$ cat src/rtl/alu_pkg.sv
// Shared definitions for the ALU sequencer: opcodes, FSM state encoding,
// default sizes and the carry-in selection rule.
package alu_pkg;

    localparam int WIDTH = 8;
    localparam int NREGS = 4;

    localparam logic [2:0] OP_ADD  = 3'b000;
    localparam logic [2:0] OP_SUB  = 3'b001;
    localparam logic [2:0] OP_AND  = 3'b010;
    localparam logic [2:0] OP_OR   = 3'b011;
    localparam logic [2:0] OP_XOR  = 3'b100;
    localparam logic [2:0] OP_GT   = 3'b101;
    localparam logic [2:0] OP_SHLA = 3'b110;
    localparam logic [2:0] OP_SHLB = 3'b111;

    typedef enum logic [0:0] {
        ST_IDLE = 1'b0,
        ST_EXEC = 1'b1
    } state_e;

    // SUB defaults ci to 1 because the ALU computes A + ~B + ci
    function automatic logic ci_select(input logic [2:0] opcode,
                                       input logic       use_c,
                                       input logic       flag_c);
        logic ci;
        case (opcode)
            OP_ADD:  ci = use_c ? flag_c : 1'b0;
            OP_SUB:  ci = use_c ? flag_c : 1'b1;
            default: ci = 1'b0;
        endcase
        return ci;
    endfunction

    function automatic logic is_carry_op(input logic [2:0] opcode);
        logic carry_op;
        case (opcode)
            OP_ADD:  carry_op = 1'b1;
            OP_SUB:  carry_op = 1'b1;
            default: carry_op = 1'b0;
        endcase
        return carry_op;
    endfunction

endpackage

$ cat src/rtl/alu_op_sequencer_regfile.sv
// Small register file for the sequencer: async-cleared storage, one write port
// where an ALU writeback beats an external load to the same entry.
module alu_regfile #(
    parameter  int WIDTH = 8,
    parameter  int NREGS = 4,
    localparam int AW    = $clog2(NREGS)
) (
    input  logic             clk,
    input  logic             rst_n,
    input  logic             wb_en,
    input  logic [AW-1:0]    wb_addr,
    input  logic [WIDTH-1:0] wb_data,
    input  logic             ld_en,
    input  logic [AW-1:0]    ld_addr,
    input  logic [WIDTH-1:0] ld_data,
    input  logic [AW-1:0]    rs1_addr,
    output logic [WIDTH-1:0] rs1_data,
    input  logic [AW-1:0]    rs2_addr,
    output logic [WIDTH-1:0] rs2_data,
    input  logic [AW-1:0]    dbg_addr,
    output logic [WIDTH-1:0] dbg_data
);

    logic [WIDTH-1:0] mem_r [NREGS];

    // Storage update: writeback has priority, a colliding load is dropped
    always_ff @(posedge clk or negedge rst_n) begin
        if (!rst_n) begin
            for (int i = 0; i < NREGS; i++) begin
                mem_r[i] <= {WIDTH{1'b0}};
            end
        end else begin
            for (int i = 0; i < NREGS; i++) begin
                if (wb_en && (wb_addr == AW'(i))) begin
                    mem_r[i] <= wb_data;
                end else if (ld_en && (ld_addr == AW'(i))) begin
                    mem_r[i] <= ld_data;
                end
            end
        end
    end

    assign rs1_data = mem_r[rs1_addr];
    assign rs2_data = mem_r[rs2_addr];
    assign dbg_data = mem_r[dbg_addr];

endmodule

$ cat src/rtl/alu_op_sequencer.sv
// Register-to-register execution stage in front of the combinational ALU:
// accept one instruction, drive the ALU for one cycle, write result and flags back.
module alu_op_sequencer #(
    parameter  int WIDTH = alu_pkg::WIDTH,
    parameter  int NREGS = alu_pkg::NREGS,
    localparam int AW    = $clog2(NREGS)
) (
    input  logic             clk,
    input  logic             rst_n,
    input  logic             in_valid,
    output logic             in_ready,
    input  logic [2:0]       in_opcode,
    input  logic             in_use_c,
    input  logic [AW-1:0]    in_rd,
    input  logic [AW-1:0]    in_rs1,
    input  logic [AW-1:0]    in_rs2,
    input  logic             ld_en,
    input  logic [AW-1:0]    ld_addr,
    input  logic [WIDTH-1:0] ld_data,
    input  logic [AW-1:0]    rd_addr,
    output logic [WIDTH-1:0] rd_data,
    output logic [WIDTH-1:0] alu_a,
    output logic [WIDTH-1:0] alu_b,
    output logic [2:0]       alu_opcode,
    output logic             alu_ci,
    input  logic [WIDTH-1:0] alu_fin,
    input  logic             alu_co,
    input  logic             alu_cf,
    input  logic             alu_zf,
    output logic             done,
    output logic             flag_c,
    output logic             flag_cf,
    output logic             flag_z
);

    import alu_pkg::*;

    state_e           state_r;
    state_e           state_s;
    logic             accept_s;
    logic             wb_s;
    logic [AW-1:0]    rd_r;
    logic [WIDTH-1:0] rs1_data_s;
    logic [WIDTH-1:0] rs2_data_s;

    alu_regfile #(
        .WIDTH (WIDTH),
        .NREGS (NREGS)
    ) u_regfile (
        .clk      (clk),
        .rst_n    (rst_n),
        .wb_en    (wb_s),
        .wb_addr  (rd_r),
        .wb_data  (alu_fin),
        .ld_en    (ld_en),
        .ld_addr  (ld_addr),
        .ld_data  (ld_data),
        .rs1_addr (in_rs1),
        .rs1_data (rs1_data_s),
        .rs2_addr (in_rs2),
        .rs2_data (rs2_data_s),
        .dbg_addr (rd_addr),
        .dbg_data (rd_data)
    );

    // State register
    always_ff @(posedge clk or negedge rst_n) begin
        if (!rst_n) begin
            state_r <= ST_IDLE;
        end else begin
            state_r <= state_s;
        end
    end

    // Next-state decode: accept in IDLE, write back on the EXEC closing edge
    always_comb begin
        state_s  = state_r;
        accept_s = 1'b0;
        wb_s     = 1'b0;
        case (state_r)
            ST_IDLE: begin
                if (in_valid) begin
                    accept_s = 1'b1;
                    state_s  = ST_EXEC;
                end else begin
                    state_s  = ST_IDLE;
                end
            end
            ST_EXEC: begin
                wb_s    = 1'b1;
                state_s = ST_IDLE;
            end
            default: begin
                state_s = ST_IDLE;
            end
        endcase
    end

    assign in_ready = (state_r == ST_IDLE);

    // Operand capture and flag writeback; ALU inputs are the operand registers.
    // use_c is folded into the registered ci at accept, since flag_c cannot
    // change until this instruction's own writeback.
    always_ff @(posedge clk or negedge rst_n) begin
        if (!rst_n) begin
            alu_a      <= {WIDTH{1'b0}};
            alu_b      <= {WIDTH{1'b0}};
            alu_opcode <= 3'b000;
            alu_ci     <= 1'b0;
            rd_r       <= {AW{1'b0}};
            done       <= 1'b0;
            flag_c     <= 1'b0;
            flag_cf    <= 1'b0;
            flag_z     <= 1'b0;
        end else begin
            done <= wb_s;
            if (accept_s) begin
                alu_a      <= rs1_data_s;
                alu_b      <= rs2_data_s;
                alu_opcode <= in_opcode;
                alu_ci     <= ci_select(in_opcode, in_use_c, flag_c);
                rd_r       <= in_rd;
            end
            if (wb_s) begin
                flag_cf <= alu_cf;
                flag_z  <= alu_zf;
                if (is_carry_op(alu_opcode)) begin
                    flag_c <= alu_co;
                end
            end
        end
    end

endmodule

$ cat config.mk
export PLATFORM = sky130hd
export DESIGN_NAME = alu_op_sequencer
export DESIGN_NICKNAME = d
export VERILOG_FILES = /design/src/rtl/alu_pkg.sv /design/src/rtl/alu_op_sequencer_regfile.sv /design/src/rtl/alu_op_sequencer.sv
export SDC_FILE = /design/constraint.sdc
export NUM_CORES = 1
export LEC_CHECK = 0
export ABC_CLOCK_PERIOD_IN_PS = 1220
export CORE_AREA = 2 2 148 92
export DETAILED_ROUTE_END_ITERATION = 7
export DIE_AREA = 0 0 150 94
export PLACE_DENSITY_LB_ADDON = 0.12
export SLEW_MARGIN = 5
export SYNTH_ARGS = -nofsm -noshare
export SYNTH_HDL_FRONTEND = slang
export SYNTH_SLANG_ARGS = --single-unit
$ cat constraint.sdc
create_clock -name clk -period 1.22 [get_ports clk]
set_input_delay 0.183 -clock clk [delete_from_list [all_inputs] [get_ports clk]]
set_output_delay 0.183 -clock clk [all_outputs]
set_load 0.03 [all_outputs]
# ---- Word level (Yosys, flattened, before mapping)
# Cells that the tools add are included.
dict set report totals {
  in_bits 37
  ff_bits 59
  word_cells 73
  output_inout_bits 33
}
dict set report classes {
  muxes 26
  reduce_logical 18
  n_lt_le_gt_ge 3
  n_eq_ne 8
  bitwise 4
}
# op n
set ops {}
lappend ops {{$mux W8} 14}
lappend ops {{$bmux W8 S2} 3}
lappend ops {{$ge A3 B3 Y1 const B} 3}
lappend ops {{$not A2 Y3} 3}
lappend ops {{$eq A2 B2 Y1 const B} 4}
lappend ops {{$logic_and A1 B1 Y1} 8}
lappend ops {{$reduce_bool A2 Y1} 4}
lappend ops {{$mux W1} 7}
lappend ops {{$eq A3 B1 Y1 const B} 2}
lappend ops {{$logic_not A3 Y1} 2}
lappend ops {{$eq A2 B1 Y1 const B} 2}
lappend ops {{$logic_not A2 Y1} 2}
lappend ops {{$pmux W1 S2} 2}
lappend ops {{$reduce_and A2 Y1} 1}
lappend ops {{$reduce_or A2 Y1} 1}
lappend ops {{$not A1 Y1} 1}

# ---- Logic depth before layout (Yosys ltp)
dict set report depth {
  word_depth 5
  depth_mapped 7
  depth_no_buf 4
}

# ---- By module
# A second synthesis with hierarchy kept.
dict set report hier_totals {
  cells_unflattened 275
  hier_area_um2 3285.7
}
# module cells_per_inst area_each_um2 seq_area_each_um2 instances
set modules_own_cells {}
lappend modules_own_cells {alu_regfile 214 2170.8 800.8 1}
lappend modules_own_cells {alu_op_sequencer 61 1114.8 675.6 1}

# ---- Worst setup path before layout
# No wires, ideal clock.
dict set report synth_timing {
  path_kind {reg2reg}
  start {reg state_r}
  end {reg flag_c}
  slack_ps -150
  setup_ps 125
  path_buffers 1
  t_arrival_ps 1245
  synth_period_minus_slack_ps 1370
  path_stages_with_launch 5
  required_time_ps 1095
  path_cell_list {dfrtp_1 buf_4 inv_1 or3_1 mux2_2}
}
dict set report synth_via {
  elab_chain_len 2
}
# element line_no
set synth_lines {}
lappend synth_lines {{start: declaration} alu_op_sequencer.sv:38} ;# state_e state_r;
lappend synth_lines {{start signal: assignment} alu_op_sequencer.sv:71} ;# state_r <= state_s;
lappend synth_lines {{$mux W1} alu_op_sequencer.sv:80} ;# case (state_r)
lappend synth_lines {{$reduce_and A2 Y1 (no line)} n/a}
lappend synth_lines {{end signal: assignment} alu_op_sequencer.sv:128} ;# flag_c <= alu_co;
lappend synth_lines {{end: declaration} alu_op_sequencer.sv:31} ;# output logic flag_c,
# No other way between the ends.
# A chain may end at the register's enable or synchronous reset.

# ---- Worst setup path after layout
dict set report layout_timing {
  start {reg u_regfile.mem_r[5] (netlist name)}
  end {out rd_data[5]}
}
dict set report layout_via {
  elab_chain_len 3
}
# element line_no
set layout_lines {}
lappend layout_lines {{start: declaration} alu_op_sequencer_regfile.sv:24} ;# logic [WIDTH-1:0] mem_r [NREGS];
lappend layout_lines {{start signal: indexed assignment} alu_op_sequencer_regfile.sv:30} ;# mem_r[i] <= {WIDTH{1'b0}};
lappend layout_lines {{start signal: indexed assignment} alu_op_sequencer_regfile.sv:35} ;# mem_r[i] <= wb_data;
lappend layout_lines {{start signal: indexed assignment} alu_op_sequencer_regfile.sv:37} ;# mem_r[i] <= ld_data;
lappend layout_lines {{$bmux W8 S2} alu_op_sequencer_regfile.sv:45} ;# assign dbg_data = mem_r[dbg_addr];
lappend layout_lines {{$mux W8 (not written as such) (2 in a row)} alu_op_sequencer_regfile.sv:45}
lappend layout_lines {{end: declaration} alu_op_sequencer.sv:21} ;# output logic [WIDTH-1:0] rd_data,
# No other way between the ends. The select of a mux whose other input is x is not followed.

==> results.py <==
metrics = {
    "synthesis": {
        "netlist_area_um2": 3120,
        "synthArstFlopShare_pct": 100,
        "yosysTopAreaCell": "dfrtp_1",
        "ys_types": 25,
        "ys_seq_area_share_pct": 47.4,
        "synth_top_area_share_pct": 47.4,
        "avgSynthCellArea_um2": 10.9,
        "synth-edff-count": 0,
        "ys_top_cells_by_area": "dfrtp_1, mux2i_1, mux4_2, nand2_1, o221ai_1",
        "synth-main-ff-cell": "dfrtp_1",
        "yosysWarnings": 0,
        "syn-num-nets": 323,
        "ys_seq_elements": 59,
        "syn_inst": 286,
    },
    "critical_path": {
        "r2r_end": "u_regfile.mem_r[21]$_DFFE_PN0P_",
        "r2r_setup_slack_ps": -90,
        "r2r_cells": 6,
        "endpoint": "rd_data[5]",
        "critPathArrivalTime_ps": 1390,
        "worst_setup_path_start_kind": "register",
        "r2r_start": "state_r$_DFF_PN0_",
        "cp.required_ps": 1040,
        "cp-end-kind": "output port",
        "crit_type": "reg2out",
        "critPathLaunch": "u_regfile.mem_r[5]$_DFFE_PN0P_",
        "crit_fanout": 2,
    },
    "global_route": {
        "grt_overflow": 0,
        "grt_pass1_wl_um": 15900,
        "grt_max_degree": 60,
        "grt_usage_pct": 15.5,
        "antenna_found_initial": 0,
        "grt_pass1_vias": 2774,
    },
    "cts": {
        "htreeDepth": 3,
        "clockRootBuffer": "clkbuf_16",
        "cts_sinks": 59,
        "clock_latency_ps": 330,
        "cts_buffers": 9,
        "cts_tree": "built",
        "cts.clk_slew.worst_paths_ps": 50,
        "cts_buffer_depth": 2,
    },
    "power": {
        "power_density_nw_per_um2": 1760,
        "p_total_uw": 9150,
        "p_leak_uw": 0.00226,
        "peakVddDrop_mv": 0.734,
    },
    "status": {
        "violations": "negative setup slack",
        "status": "finished with violations",
    },
    "route": {
        "wire_per_inst_um": 19.1,
        "drc": 0,
        "drt.antenna.violating_nets": 0,
        "drtIter0Drc": 166,
        "vias_per_cell": 4.65,
        "wirelength_um": 11200,
        "vias": 2723,
        "dr.pass1.iters": 5,
    },
    "die": {
        "rows": 32,
        "start_util_pct": 24.6,
        "die_w_um": 150,
        "core_um2": 12700,
        "die-area_um2": 14100,
        "die_h_um": 94,
        "io_pins": 70,
    },
    "layout": {
        "final_cells": 585,
        "area_delta_synth_final_pct": 67.0,
        "diodes": 0,
        "filler_cell_count": 1259,
        "drive_gt1_share_pct": 42.9,
        "final_nets": 448,
        "postLayoutCoreUtil_pct": 41.1,
    },
    "sta": {
        "grt_setup_unrepaired": "true",
        "period_minus_slack_ps": 1570,
        "post-route-period-util_pct": 129,
        "finalClockSkew_ps": 2.87,
        "final-hold-violation-count": 0,
        "max_freq_mhz": 635,
        "slew_headroom_pct": 76.8,
        "tightestPinTransition_ps": 349,
        "finalMaxSlewViolations": 0,
        "finalSetupViolCount": 27,
        "fin_ws_ps": -355,
    },
    "place": {
        "pre_cts_ws_ps": -850,
        "place_hpwl_um": 7220,
        "dp.cells": 559,
        "io_buffers": 69,
        "place_congestion": 0.745,
    },
    "job": {
        "maxCapViolations": 0,
    },
    "hold_path": {
        "hp-class": "in2async",
    },
}
kinds of logic after synthesis:
group,synth area share [%]
DFF,47.4
buffers and inverters,4.26
AOI/OAI and AO/OA,9.92
and+or+nand+nor,10.7
muxes,27.7
per-stage QoR:
stage | instance area [µm²] | setup TNS [ps] | hold WS, ps
floorplan | 3180 | -705 | -113
global placement | 4480 | -19840 | 229
detailed placement | 4480 | -20690 | 225
CTS | 4940 | -3330 | 409
global route | 5210 | -5310 | 425
finish | 5210 | -3730 | 400
report_power, final:
group	leakage, µW	switching, µW	internal, µW
logic	0.00141	1820	1860
registers	0.000695	305	2460
clock network	0.000155	907	1790
total	0.00226	3030	6120
state kept, by name, summed over array words and instances (netlist names), 2 cells and up:
name and flops:
alu_a 8, alu_b 8, alu_opcode 3, rd_r 2, u_regfile.mem_r 32
layout make-up:
| class | count | area (µm²) | share of cell area (%) |
|---|---|---|---|
| Clock buffer | 14 | 284 | 5.46 |
| Clock inverter | 1 | 30.0 | 0.577 |
| Inverter | 2 | 18.8 | 0.360 |
| Multi-Input combinational cell | 204 | 1790 | 34.3 |
| Sequential cell | 59 | 1480 | 28.4 |
| Tap cell | 170 | 213 | 4.09 |
| Timing Repair Buffer | 135 | 1400 | 26.8 |
synth_stat cells (3+ instances only):
master and n:
nand2b_1 3, o21ai_0 8, mux4_2 8, dfrtp_1 59, o221ai_1 16, buf_2 14
mux2i_1 65, nand2_1 42, mux2_2 3, clkbuf_1 3, a21oi_1 24, nor2_1 24
worst min path at each step:
stage / startpoint / endpoint / cells after the start
6_report: rst_n / flag_c$_DFFE_PN0P_ / 3
5_1_grt: in_rd[1] / rd_r[1]$_DFFE_PN0P_ / 3
4_1_cts: rst_n / alu_a[3]$_DFFE_PN0P_ / 3
3_3_place_gp: rst_n / alu_b[3]$_DFFE_PN0P_ / 2
3_5_place_dp: rst_n / flag_c$_DFFE_PN0P_ / 2
2_1_floorplan: rst_n / alu_a[0]$_DFFE_PN0P_ / 0
what timing repair did:
item / in CTS / in global routing
endpoints found under the setup margin: 39 / 60
resized for setup: 60 / 52
pin swaps: 1 / 1
gates cloned: 0 / 3
endpoints found under the hold margin: 59 / 0
setup buffers: 3 / 5
hold buffers: 1 / 0
per-layer routing:
metal,GRT usage [%],vias up,wire [µm]
met5,0,-,0
met4,4.56,0,184
met3,4.61,16,610
met2,22.3,77,4750
met1,22.2,1334,5620
li1,-,1296,-
critical path, stage by stage, from the launching register on:
cell	delay [ps]
dfrtp_1	400
mux4_2	510
buf_6	160
cells in the final DEF, fill, tap and decap left out, types with 3 or more instances in the layout:
| cell type | Yosys | layout |
|---|---|---|
| a21oi_1 | 24 | 10 |
| a21oi_2 | 0 | 14 |
| and3_4 | 0 | 3 |
| buf_12 | 0 | 15 |
| buf_4 | 1 | 59 |
| buf_6 | 2 | 18 |
| clkbuf_16 | 0 | 11 |
| clkbuf_8 | 0 | 4 |
| clkdlybuf4s15_2 | 0 | 3 |
| clkdlybuf4s50_1 | 0 | 32 |
| dfrtp_1 | 59 | 58 |
| mux2_2 | 3 | 3 |
| mux2i_1 | 65 | 62 |
| mux2i_2 | 0 | 3 |
| mux4_2 | 8 | 8 |
| nand2_1 | 42 | 39 |
| nand2b_4 | 0 | 3 |
| nor2_1 | 24 | 7 |
| nor2_4 | 0 | 15 |
| o21ai_1 | 0 | 7 |
| o221ai_1 | 16 | 14 |
Power figures use the tool's default switching activity.
